File: src/rtl/axi_lite_pkg.sv
// axi_lite_pkg: shared widths, types and response codes for the AXI4-Lite register file
package axi_lite_pkg;
    localparam int ADDR_W = 32;
    localparam int DATA_W = 32;
    typedef logic [ADDR_W-1:0] addr_t;
    typedef logic [DATA_W-1:0] data_t;
    typedef logic [DATA_W/8-1:0] strb_t;
    typedef logic [1:0] resp_t;
    localparam resp_t RESP_OKAY = 2'b00;
    localparam resp_t RESP_SLVERR = 2'b10;
    typedef enum logic {W_IDLE, W_RESP} wstate_t;
    typedef enum logic {R_IDLE, R_DATA} rstate_t;
endpackage

File: src/rtl/axi_lite_if.sv
// axi_lite_if: AXI4-Lite bus bundle including clock and active-low reset
interface axi_lite_if;
    import axi_lite_pkg::*;
    logic aclk;
    logic areset_n;
    addr_t awaddr;
    logic awvalid;
    logic awready;
    data_t wdata;
    strb_t wstrb;
    logic wvalid;
    logic wready;
    resp_t bresp;
    logic bvalid;
    logic bready;
    addr_t araddr;
    logic arvalid;
    logic arready;
    data_t rdata;
    resp_t rresp;
    logic rvalid;
    logic rready;
    modport slave (
        input aclk, areset_n, awaddr, awvalid, wdata, wstrb, wvalid, bready, araddr, arvalid, rready,
        output awready, wready, bresp, bvalid, arready, rdata, rresp, rvalid
    );
    modport master (
        input aclk, areset_n, awready, wready, bresp, bvalid, arready, rdata, rresp, rvalid,
        output awaddr, awvalid, wdata, wstrb, wvalid, bready, araddr, arvalid, rready
    );
endinterface

File: src/rtl/axi_lite_regs.sv
// axi_lite_regs: DEPTH x DATA_W storage, byte-enabled sync write, combinational read, sync clear
module axi_lite_regs
    import axi_lite_pkg::*;
#(
    parameter int DEPTH = 32
) (
    input  logic                     clk,
    input  logic                     clr,
    input  logic                     we,
    input  logic [$clog2(DEPTH)-1:0] waddr,
    input  data_t                    wdata,
    input  strb_t                    wstrb,
    input  logic [$clog2(DEPTH)-1:0] raddr,
    output data_t                    rdata
);
    data_t mem [DEPTH];

    always_ff @(posedge clk) begin
        if (clr) begin
            for (int i = 0; i < DEPTH; i++) mem[i] <= '0;
        end else if (we) begin
            for (int b = 0; b < DATA_W / 8; b++)
                if (wstrb[b]) mem[waddr][b*8 +: 8] <= wdata[b*8 +: 8];
        end
    end

    assign rdata = mem[raddr];
endmodule

File: src/rtl/axi_lite_regfile.sv
// axi_lite_regfile: AXI4-Lite slave with independent read/write FSMs over a byte-strobed register file
module axi_lite_regfile
    import axi_lite_pkg::*;
#(
    parameter int    DEPTH     = 32,
    parameter addr_t BASE_ADDR = '0
) (
    axi_lite_if.slave s_axi_lite
);
    localparam int IW = $clog2(DEPTH);
    localparam int SH = $clog2(DATA_W / 8);
    localparam addr_t SPAN = addr_t'(DEPTH * (DATA_W / 8));

    function automatic logic hit(input addr_t a);
        return (a >= BASE_ADDR) && ((a - BASE_ADDR) < SPAN);
    endfunction

    function automatic logic [IW-1:0] idx(input addr_t a);
        return IW'((a - BASE_ADDR) >> SH);
    endfunction

    wstate_t wstate, wstate_nx;
    rstate_t rstate, rstate_nx;
    logic    aw_held, w_held;
    addr_t   aw_addr_q;
    data_t   w_data_q, rdata_q, mem_rdata;
    strb_t   w_strb_q;
    resp_t   bresp_q, rresp_q;

    wire   rst = !s_axi_lite.areset_n;
    wire   aw_hs = wstate == W_IDLE && !aw_held && s_axi_lite.awvalid;
    wire   w_hs = wstate == W_IDLE && !w_held && s_axi_lite.wvalid;
    wire   commit = (aw_held || aw_hs) && (w_held || w_hs);
    wire   ar_hs = rstate == R_IDLE && s_axi_lite.arvalid;
    addr_t cur_addr;
    data_t cur_data;
    strb_t cur_strb;

    assign cur_addr = aw_held ? aw_addr_q : s_axi_lite.awaddr;
    assign cur_data = w_held ? w_data_q : s_axi_lite.wdata;
    assign cur_strb = w_held ? w_strb_q : s_axi_lite.wstrb;

    axi_lite_regs #(.DEPTH(DEPTH)) u_regs (
        .clk   (s_axi_lite.aclk),
        .clr   (rst),
        .we    (commit && hit(cur_addr)),
        .waddr (idx(cur_addr)),
        .wdata (cur_data),
        .wstrb (cur_strb),
        .raddr (idx(s_axi_lite.araddr)),
        .rdata (mem_rdata)
    );

    always_comb begin
        wstate_nx = commit ? W_RESP : (wstate == W_RESP && s_axi_lite.bready) ? W_IDLE : wstate;
        rstate_nx = ar_hs ? R_DATA : (rstate == R_DATA && s_axi_lite.rready) ? R_IDLE : rstate;
    end

    always_ff @(posedge s_axi_lite.aclk) begin
        wstate <= rst ? W_IDLE : wstate_nx;
        rstate <= rst ? R_IDLE : rstate_nx;
    end

    always_ff @(posedge s_axi_lite.aclk) begin
        if (rst) begin
            aw_held   <= 1'b0;
            w_held    <= 1'b0;
            aw_addr_q <= '0;
            w_data_q  <= '0;
            w_strb_q  <= '0;
            bresp_q   <= RESP_OKAY;
        end else if (commit) begin
            aw_held <= 1'b0;
            w_held  <= 1'b0;
            bresp_q <= hit(cur_addr) ? RESP_OKAY : RESP_SLVERR;
        end else begin
            if (aw_hs) begin
                aw_held   <= 1'b1;
                aw_addr_q <= s_axi_lite.awaddr;
            end
            if (w_hs) begin
                w_held   <= 1'b1;
                w_data_q <= s_axi_lite.wdata;
                w_strb_q <= s_axi_lite.wstrb;
            end
        end
    end

    // Storage updates on this same edge, so a colliding read captures the pre-write value.
    always_ff @(posedge s_axi_lite.aclk) begin
        if (rst) begin
            rdata_q <= '0;
            rresp_q <= RESP_OKAY;
        end else if (ar_hs) begin
            rdata_q <= hit(s_axi_lite.araddr) ? mem_rdata : '0;
            rresp_q <= hit(s_axi_lite.araddr) ? RESP_OKAY : RESP_SLVERR;
        end
    end

    assign s_axi_lite.awready = wstate == W_IDLE && !aw_held;
    assign s_axi_lite.wready  = wstate == W_IDLE && !w_held;
    assign s_axi_lite.bvalid  = wstate == W_RESP;
    assign s_axi_lite.bresp   = bresp_q;
    assign s_axi_lite.arready = rstate == R_IDLE;
    assign s_axi_lite.rvalid  = rstate == R_DATA;
    assign s_axi_lite.rdata   = rdata_q;
    assign s_axi_lite.rresp   = rresp_q;
endmodule

File: src/flat_wrapper.sv
// flat-port wrapper written by rule: the top's interface ports become plain ports
module axi_lite_regfile_flat import axi_lite_pkg::*;
#(
    parameter int    DEPTH     = 32,
    parameter addr_t BASE_ADDR = '0
)
  (s_axi_lite_aclk, s_axi_lite_areset_n, s_axi_lite_awaddr, s_axi_lite_awvalid, s_axi_lite_wdata, s_axi_lite_wstrb, s_axi_lite_wvalid, s_axi_lite_bready, s_axi_lite_araddr, s_axi_lite_arvalid, s_axi_lite_rready, s_axi_lite_awready, s_axi_lite_wready, s_axi_lite_bresp, s_axi_lite_bvalid, s_axi_lite_arready, s_axi_lite_rdata, s_axi_lite_rresp, s_axi_lite_rvalid);
  axi_lite_if s_axi_lite_i ();
  input wire logic [$bits(s_axi_lite_i.aclk)-1:0] s_axi_lite_aclk;
  input wire logic [$bits(s_axi_lite_i.areset_n)-1:0] s_axi_lite_areset_n;
  input wire logic [$bits(s_axi_lite_i.awaddr)-1:0] s_axi_lite_awaddr;
  input wire logic [$bits(s_axi_lite_i.awvalid)-1:0] s_axi_lite_awvalid;
  input wire logic [$bits(s_axi_lite_i.wdata)-1:0] s_axi_lite_wdata;
  input wire logic [$bits(s_axi_lite_i.wstrb)-1:0] s_axi_lite_wstrb;
  input wire logic [$bits(s_axi_lite_i.wvalid)-1:0] s_axi_lite_wvalid;
  input wire logic [$bits(s_axi_lite_i.bready)-1:0] s_axi_lite_bready;
  input wire logic [$bits(s_axi_lite_i.araddr)-1:0] s_axi_lite_araddr;
  input wire logic [$bits(s_axi_lite_i.arvalid)-1:0] s_axi_lite_arvalid;
  input wire logic [$bits(s_axi_lite_i.rready)-1:0] s_axi_lite_rready;
  output wire logic [$bits(s_axi_lite_i.awready)-1:0] s_axi_lite_awready;
  output wire logic [$bits(s_axi_lite_i.wready)-1:0] s_axi_lite_wready;
  output wire logic [$bits(s_axi_lite_i.bresp)-1:0] s_axi_lite_bresp;
  output wire logic [$bits(s_axi_lite_i.bvalid)-1:0] s_axi_lite_bvalid;
  output wire logic [$bits(s_axi_lite_i.arready)-1:0] s_axi_lite_arready;
  output wire logic [$bits(s_axi_lite_i.rdata)-1:0] s_axi_lite_rdata;
  output wire logic [$bits(s_axi_lite_i.rresp)-1:0] s_axi_lite_rresp;
  output wire logic [$bits(s_axi_lite_i.rvalid)-1:0] s_axi_lite_rvalid;
  assign s_axi_lite_i.aclk = s_axi_lite_aclk;
  assign s_axi_lite_i.areset_n = s_axi_lite_areset_n;
  assign s_axi_lite_i.awaddr = s_axi_lite_awaddr;
  assign s_axi_lite_i.awvalid = s_axi_lite_awvalid;
  assign s_axi_lite_i.wdata = s_axi_lite_wdata;
  assign s_axi_lite_i.wstrb = s_axi_lite_wstrb;
  assign s_axi_lite_i.wvalid = s_axi_lite_wvalid;
  assign s_axi_lite_i.bready = s_axi_lite_bready;
  assign s_axi_lite_i.araddr = s_axi_lite_araddr;
  assign s_axi_lite_i.arvalid = s_axi_lite_arvalid;
  assign s_axi_lite_i.rready = s_axi_lite_rready;
  assign s_axi_lite_awready = s_axi_lite_i.awready;
  assign s_axi_lite_wready = s_axi_lite_i.wready;
  assign s_axi_lite_bresp = s_axi_lite_i.bresp;
  assign s_axi_lite_bvalid = s_axi_lite_i.bvalid;
  assign s_axi_lite_arready = s_axi_lite_i.arready;
  assign s_axi_lite_rdata = s_axi_lite_i.rdata;
  assign s_axi_lite_rresp = s_axi_lite_i.rresp;
  assign s_axi_lite_rvalid = s_axi_lite_i.rvalid;
  axi_lite_regfile #(.DEPTH(DEPTH), .BASE_ADDR(BASE_ADDR)) u_core (.s_axi_lite(s_axi_lite_i));
endmodule
File: config.mk
export PLATFORM = sky130hd
export DESIGN_NAME = axi_lite_regfile_flat
export DESIGN_NICKNAME = d
export VERILOG_FILES = /design/src/rtl/axi_lite_pkg.sv /design/src/rtl/axi_lite_if.sv /design/src/rtl/axi_lite_regs.sv /design/src/rtl/axi_lite_regfile.sv /design/src/flat_wrapper.sv
export SDC_FILE = /design/constraint.sdc
export NUM_CORES = 2
export LEC_CHECK = 0
export ABC_AREA = 1
export BUFFER_PORTS_ARGS = -buffer_cell sky130_fd_sc_hd__buf_2
export CAP_MARGIN = 10
export CORE_UTILIZATION = 63
export DETAILED_ROUTE_END_ITERATION = 7
export MAX_ROUTING_LAYER = met4
export PLACE_DENSITY = 0.8
export SLEW_MARGIN = 10
export SYNTH_ARGS = -nofsm -noshare
export SYNTH_HDL_FRONTEND = slang
export SYNTH_SLANG_ARGS = --single-unit
File: constraint.sdc
create_clock -name s_axi_lite_aclk -period 2.62 [get_ports s_axi_lite_aclk]
set_input_delay 0.131 -clock s_axi_lite_aclk [delete_from_list [all_inputs] [get_ports s_axi_lite_aclk]]
set_output_delay 0.131 -clock s_axi_lite_aclk [all_outputs]
set_load 0.02 [all_outputs]
==> Yosys cells after proc, flatten, opt, wreduce, memory -nomap -nowiden <==
Memory sizes are Yosys's and may differ from the RTL's.
Cells that the tools add are included.
{ "op_classes": {"n_lt_le_gt_ge": 4, "muxes": 30, "bitwise_logic": 4, "n_reduce_logical": 21} }
{ "op_table": {"columns": ["operator", "n"], "rows": [
  ["$mux W32", 4],
  ["$ge A32 B1 Y1 const B", 2],
  ["$lt A32 B8 Y1 const B", 2],
  ["$reduce_or A32 Y1", 1],
  ["$mux W1", 21],
  ["$logic_and A1 B1 Y1", 11],
  ["$mux W4", 2],
  ["$mux W5", 1],
  ["$mux W2", 2],
  ["$not A1 Y1", 4],
  ["$reduce_and A2 Y1", 2],
  ["$reduce_bool A2 Y1", 2],
  ["$logic_not A1 Y1", 2],
  ["$logic_or A1 B1 Y1", 2],
  ["$reduce_or A2 Y1", 1]
]} }
{ "totals": {"ff_bits": 108, "ram_bits": 1024, "input_bits": 107, "output_inout_bits": 41, "wordCells": 70, "mem_count": 1} }
{ "mem_list": {"columns": ["memory", "words", "word_bits", "rd", "rd_clocked_by_memory_dff", "wr", "line", "source"], "rows": [
  ["u_core.u_regs.mem", 32, 32, 1, 0, 32, "axi_lite_regs.sv:16", "data_t mem [DEPTH];"]
]} }

==> Depth between registers and ports, before layout <==
{ "logic_depth": {"depth_word": 11, "ltp_mapped": 12, "depth_no_buf": 9} }

==> Cells and area by module <==
A second synthesis with hierarchy kept.
{ "unflattened": {"hier_cells": 5578, "hier_area_um2": 52017.4} }
{ "modules_own_cells": {"columns": ["module", "instances", "cells_each", "area_each_um2", "seq_area_each_um2"], "rows": [
  ["axi_lite_regs", 1, 4948, 47506.8, 30749.5],
  ["axi_lite_regfile", 1, 630, 4510.6, 2082.0]
]} }

==> Least setup slack after synthesis <==
OpenSTA, ideal clock, no wires.
{ "synth_path": {"path_kind": "reg2reg", "startpoint": "reg u_core.wstate, in the netlist u_core.s_axi_lite.bvalid", "endpoint": "mem u_core.u_regs.mem[7][24] in the netlist's numbering, enable pin", "setup_ns": 0.384, "arrival_ns": 2.194, "t_required_ns": 2.236, "slack_ns": 0.042, "stages_incl_launch_ff": 7, "path_buffers": 1, "synth_period_minus_slack_ns": 2.578, "path_cell_list": "dfxtp_1 nor2_1 nand2_1 nand2_1 nand4_2 clkbuf_1 o21ai_0"} }
{ "synth_lines": {"columns": ["element", "line", "source"], "rows": [
  ["from (decl)", "axi_lite_regfile.sv:22", "wstate_t wstate, wstate_nx;"],
  ["from (signal assigned)", "axi_lite_regfile.sv:60", "wstate <= rst ? W_IDLE : wstate_nx;"],
  ["to (decl)", "axi_lite_regs.sv:16", null]
]} }

==> metrics.txt <==
# TYPE chip_impl_metric gauge
chip_impl_metric{name="tritoncts.num_buffers",unit=""} 111
chip_impl_metric{name="antenna_found_initial",unit=""} 4
chip_impl_info{name="crit_top_cell",value="inv_2"} 1
chip_impl_metric{name="final_routed_drc_violation_total",unit=""} 17
chip_impl_metric{name="drt_iter0_markers",unit=""} 7175
chip_impl_metric{name="design.core.area",unit="sq um"} 82100
chip_impl_metric{name="pin_count_of_the_biggest_net_entering_global_routing",unit=""} 88
chip_impl_metric{name="powerDensity",unit="nW/um^2"} 702
chip_impl_info{name="postSynth.topFlopCell",value="edfxtp_1"} 1
chip_impl_info{name="min_path_type",value="input pin to flop"} 1
chip_impl_info{name="layout.cells.most_common_list",value="nand2_1, nor3_1, edfxtp_1"} 1
chip_impl_info{name="critical_path.startpoint",value="u_core.aw_held"} 1
chip_impl_info{name="cp_top_family",value="simple AND/OR/NAND/NOR gates"} 1
chip_impl_metric{name="grt_first_pass_wirelength",unit="microns"} 239000
chip_impl_metric{name="htree_num_levels",unit=""} 3
chip_impl_metric{name="clk_pin_slew_worst_paths",unit="ns"} 0.07
chip_impl_metric{name="worst-r2r-setup-slack",unit="ns"} -0.09
chip_impl_metric{name="synth_largest_type_area_fraction",unit=""} 0.589
chip_impl_info{name="grt_setup_unrepaired",value="true"} 1
chip_impl_metric{name="fillerInstances",unit=""} 5244
chip_impl_metric{name="final_cells",unit=""} 6709
chip_impl_metric{name="dieArea",unit="sq um"} 84000
chip_impl_metric{name="start_util",unit=""} 0.636
chip_impl_metric{name="port_buffers",unit=""} 141
chip_impl_metric{name="grt.met2_usage",unit=""} 0.568
chip_impl_metric{name="pre_cts_slack",unit="ns"} -0.106
chip_impl_info{name="cp_cell_sequence",value="inv_2 > or2_1 > o21ai_2 > inv_2 > nor2_8 > nand2_2 > o21ai_0 > buf_4"} 1
chip_impl_metric{name="cp.required",unit="ns"} 3.02
chip_impl_metric{name="synth.distinct_cells",unit=""} 30
chip_impl_metric{name="postSynthRegisterBits",unit=""} 1128
chip_impl_metric{name="drv_cap",unit=""} 0
chip_impl_info{name="synth_top_cells_by_area",value="edfxtp_1, nor3_1, nand3_1"} 1
chip_impl_info{name="violations_in_the_final_reports",value="design-rule violations, negative hold slack, negative setup slack"} 1
chip_impl_info{name="startpoint_class",value="flop"} 1
chip_impl_metric{name="whs_path_cells",unit=""} 4
chip_impl_metric{name="asr_flop_ratio_synth",unit=""} 0
chip_impl_metric{name="overflow",unit=""} 0
chip_impl_metric{name="seq_area_frac_synth",unit=""} 0.629
chip_impl_metric{name="setup_violations",unit=""} 56
chip_impl_metric{name="clock_skew",unit="ns"} 0.0253
chip_impl_info{name="critical_path_class",value="flop to flop"} 1
chip_impl_metric{name="gp_congestion",unit=""} 0.914
chip_impl_metric{name="areaGrowthSynthToFinish",unit="%"} 16.4
chip_impl_metric{name="dr_total_vias",unit=""} 44164
chip_impl_metric{name="detailed_place.area",unit="sq um"} 56200
chip_impl_metric{name="die_height",unit="microns"} 290
chip_impl_metric{name="synth_cells",unit=""} 5414
chip_impl_metric{name="number_of_synthesized_flops_with_an_enable_pin",unit=""} 1024
chip_impl_metric{name="cts.sinks",unit=""} 1128
chip_impl_metric{name="slew-limit-headroom",unit=""} 0.392
chip_impl_metric{name="synthesis_warnings",unit=""} 0
chip_impl_info{name="layout_commonest_cell",value="nand2_1"} 1
chip_impl_info{name="cts_tree",value="yes"} 1
chip_impl_metric{name="total_leakage_power",unit="nW"} 21.7
chip_impl_metric{name="total_power",unit="mW"} 42.7
chip_impl_info{name="critical_path.endpoint_type",value="flop"} 1
chip_impl_metric{name="drtPass1Iterations",unit=""} 8
chip_impl_info{name="clock_tree.root_cell",value="clkbuf_16"} 1
chip_impl_metric{name="cp_num_buf_inv",unit=""} 3
chip_impl_metric{name="timing.reg2reg.worst_path_depth",unit=""} 8
chip_impl_metric{name="post-route-period-util",unit=""} 1.03
chip_impl_metric{name="final-max-slew-violation-count",unit=""} 0
chip_impl_info{name="timing.rr.end",value="u_core.u_regs.mem[4][5]"} 1
chip_impl_info{name="hold_path_startpoint",value="s_axi_lite_wvalid"} 1
chip_impl_metric{name="finalHoldViolCount",unit=""} 1
chip_impl_metric{name="antenna_violating_nets_post_route",unit=""} 0
chip_impl_metric{name="upper_clock_frequency_limit",unit="MHz"} 369
chip_impl_metric{name="die_width",unit="microns"} 290
chip_impl_metric{name="wl",unit="microns"} 160000
chip_impl_metric{name="finish.instance_area",unit="sq um"} 60800
chip_impl_metric{name="num_rows",unit=""} 105
chip_impl_metric{name="worst_slew_pin_slew",unit="ns"} 0.912
chip_impl_metric{name="total_i_o_pin_count",unit=""} 148
chip_impl_metric{name="worst_path_largest_cell_delay",unit="ns"} 0.44
chip_impl_metric{name="globalRouteTotalUtil",unit=""} 0.384
chip_impl_metric{name="global_route.usage.met1",unit=""} 0.501
chip_impl_metric{name="setup_slack",unit="ns"} -0.0916
chip_impl_info{name="critical_path.reg2reg.startpoint",value="u_core.aw_held"} 1
chip_impl_metric{name="dp_hpwl",unit="microns"} 92700
chip_impl_metric{name="cts_max_path_buffers",unit=""} 3
chip_impl_metric{name="post_syn_area_per_cell",unit="sq um"} 9.64
chip_impl_metric{name="critical_path.max_fanout",unit=""} 15
chip_impl_metric{name="cp_data_arrival_time",unit="ns"} 3.11
chip_impl_metric{name="vdd_drop_max",unit="uV"} 759
chip_impl_info{name="netlist.top_cell.by_area",value="edfxtp_1"} 1
chip_impl_metric{name="finish.utilization",unit=""} 0.740
chip_impl_metric{name="place_inst",unit=""} 6412
chip_impl_metric{name="routed_wire_length_per_instance",unit="microns"} 23.9
chip_impl_metric{name="global_route.usage.met3",unit=""} 0.0856
chip_impl_metric{name="first_global_vias",unit=""} 42140
chip_impl_metric{name="fin_worst_hold_slack",unit="ns"} -0.00132
chip_impl_info{name="globalRoute.busiestLayer",value="met2"} 1
chip_impl_info{name="outcome",value="complete, but fails checks"} 1
chip_impl_metric{name="layout_nets",unit=""} 5651
chip_impl_metric{name="via_per_inst",unit=""} 6.58
chip_impl_info{name="min_delay_worst_endpoint",value="u_core.s_axi_lite.bresp[1]"} 1
chip_impl_metric{name="post_route_cells_drive_above_1_share",unit=""} 0.138
chip_impl_info{name="crit_path_top_delay_cell",value="dfxtp_2"} 1
chip_impl_metric{name="timing.final.crit_period",unit="ns"} 2.71
chip_impl_metric{name="syn_area",unit="sq um"} 52200
chip_impl_metric{name="worst_skew_pair.late_latency",unit="ns"} 0.70
routing by layer:
metal | part of all wire | wire length (microns) | up-vias
met4 | 0.055 | 8850 | 0
met3 | 0.15 | 23600 | 645
met1 | 0.35 | 55600 | 20430
met2 | 0.45 | 72100 | 3664
li1 | - | - | 19425
met5 | 0 | 0 | -
per-stage QoR:
step	TNS [ns]	hold slack, ns
after global routing	-14.31	0.0102
final	-1.69	-0.00132
after floorplan	0	0.266
after CTS	0	0.0328
after detailed placement	-6.24	0.377
after global placement	-1.78	0.366
cell type report:
class / count / area, sq um / share of cell area
Inverter: 23 / 108 / 0.00177
Clock inverter: 58 / 577 / 0.00949
Multi-Input combinational cell: 3680 / 17500 / 0.289
Timing Repair inverter: 1 / 5.00 / 0.0000824
Antenna cell: 3 / 7.51 / 0.000124
Clock buffer: 147 / 3010 / 0.0495
Tap cell: 1070 / 1340 / 0.0220
Sequential cell: 1128 / 32800 / 0.540
Timing Repair Buffer: 599 / 5350 / 0.0880
sequential cells by signal, summed over array words and instances (netlist names):
name / count
u_core.u_regs.mem: 1024
u_core.s_axi_lite.rdata: 32
u_core.w_data_q: 32
u_core.aw_addr_q: 30
u_core.w_strb_q: 4
u_core.aw_held: 1
u_core.s_axi_lite.bresp: 1
u_core.s_axi_lite.bvalid: 1
u_core.s_axi_lite.rresp: 1
u_core.s_axi_lite.rvalid: 1
u_core.w_held: 1
report_power, final:
part / switching (mW) / internal, mW
clock: 6.91 / 9.04
sequential: 0.328 / 20.3
combinational: 4.38 / 1.73
cell usage after synthesis (32+ instances only):
cell	number
nor3_1	1026
clkbuf_1	435
nand2_1	1221
nor2_1	175
buf_1	74
mux2i_1	32
edfxtp_1	1024
nand3_1	933
buf_2	72
dfxtp_1	104
a21oi_1	38
o21ai_0	186
kinds of logic (layout without fill, tap and decap cells):
family,Yosys count,count (layout),share of synthesized area
AOI/OAI and AO/OA,237,237,0.0231
buffers and inverters,607,828,0.0456
DFF,1128,1128,0.629
muxes,32,32,0.00613
other,1,5,0.0000718
and+or+nand+nor,3409,3409,0.296
tightest hold or removal path, stage by stage:
cell     delay (ns)
buf_2          0.10
nand2_1        0.11
nand2_2        0.20
a21oi_1        0.09
what timing repair did:
| item | 4_1_cts | 5_1_grt |
|---|---|---|
| buffers inserted | 0 | 6 |
| endpoints found under the setup margin | 158 | 701 |
| gates cloned | 0 | 2 |
| hold buffers | 81 | 0 |
| endpoints found under the hold margin | 70 | 0 |
| resized for setup | 7 | 40 |
| pin swaps | 0 | 1 |
worst max-delay path by stage:
| stage | endpoint | depth (start not counted) |
|---|---|---|
| 5_1_grt | u_core.u_regs.mem[4][1] | 8 |
| 3_3_place_gp | u_core.u_regs.mem[30][27] | 8 |
| 2_1_floorplan | u_core.u_regs.mem[7][24] | 6 |
| 3_5_place_dp | u_core.u_regs.mem[20][29] | 8 |
| 6_report | u_core.u_regs.mem[4][5] | 8 |
| 4_1_cts | u_core.u_regs.mem[25][6] | 9 |
Note: power is estimated with default switching activity, not from simulation.
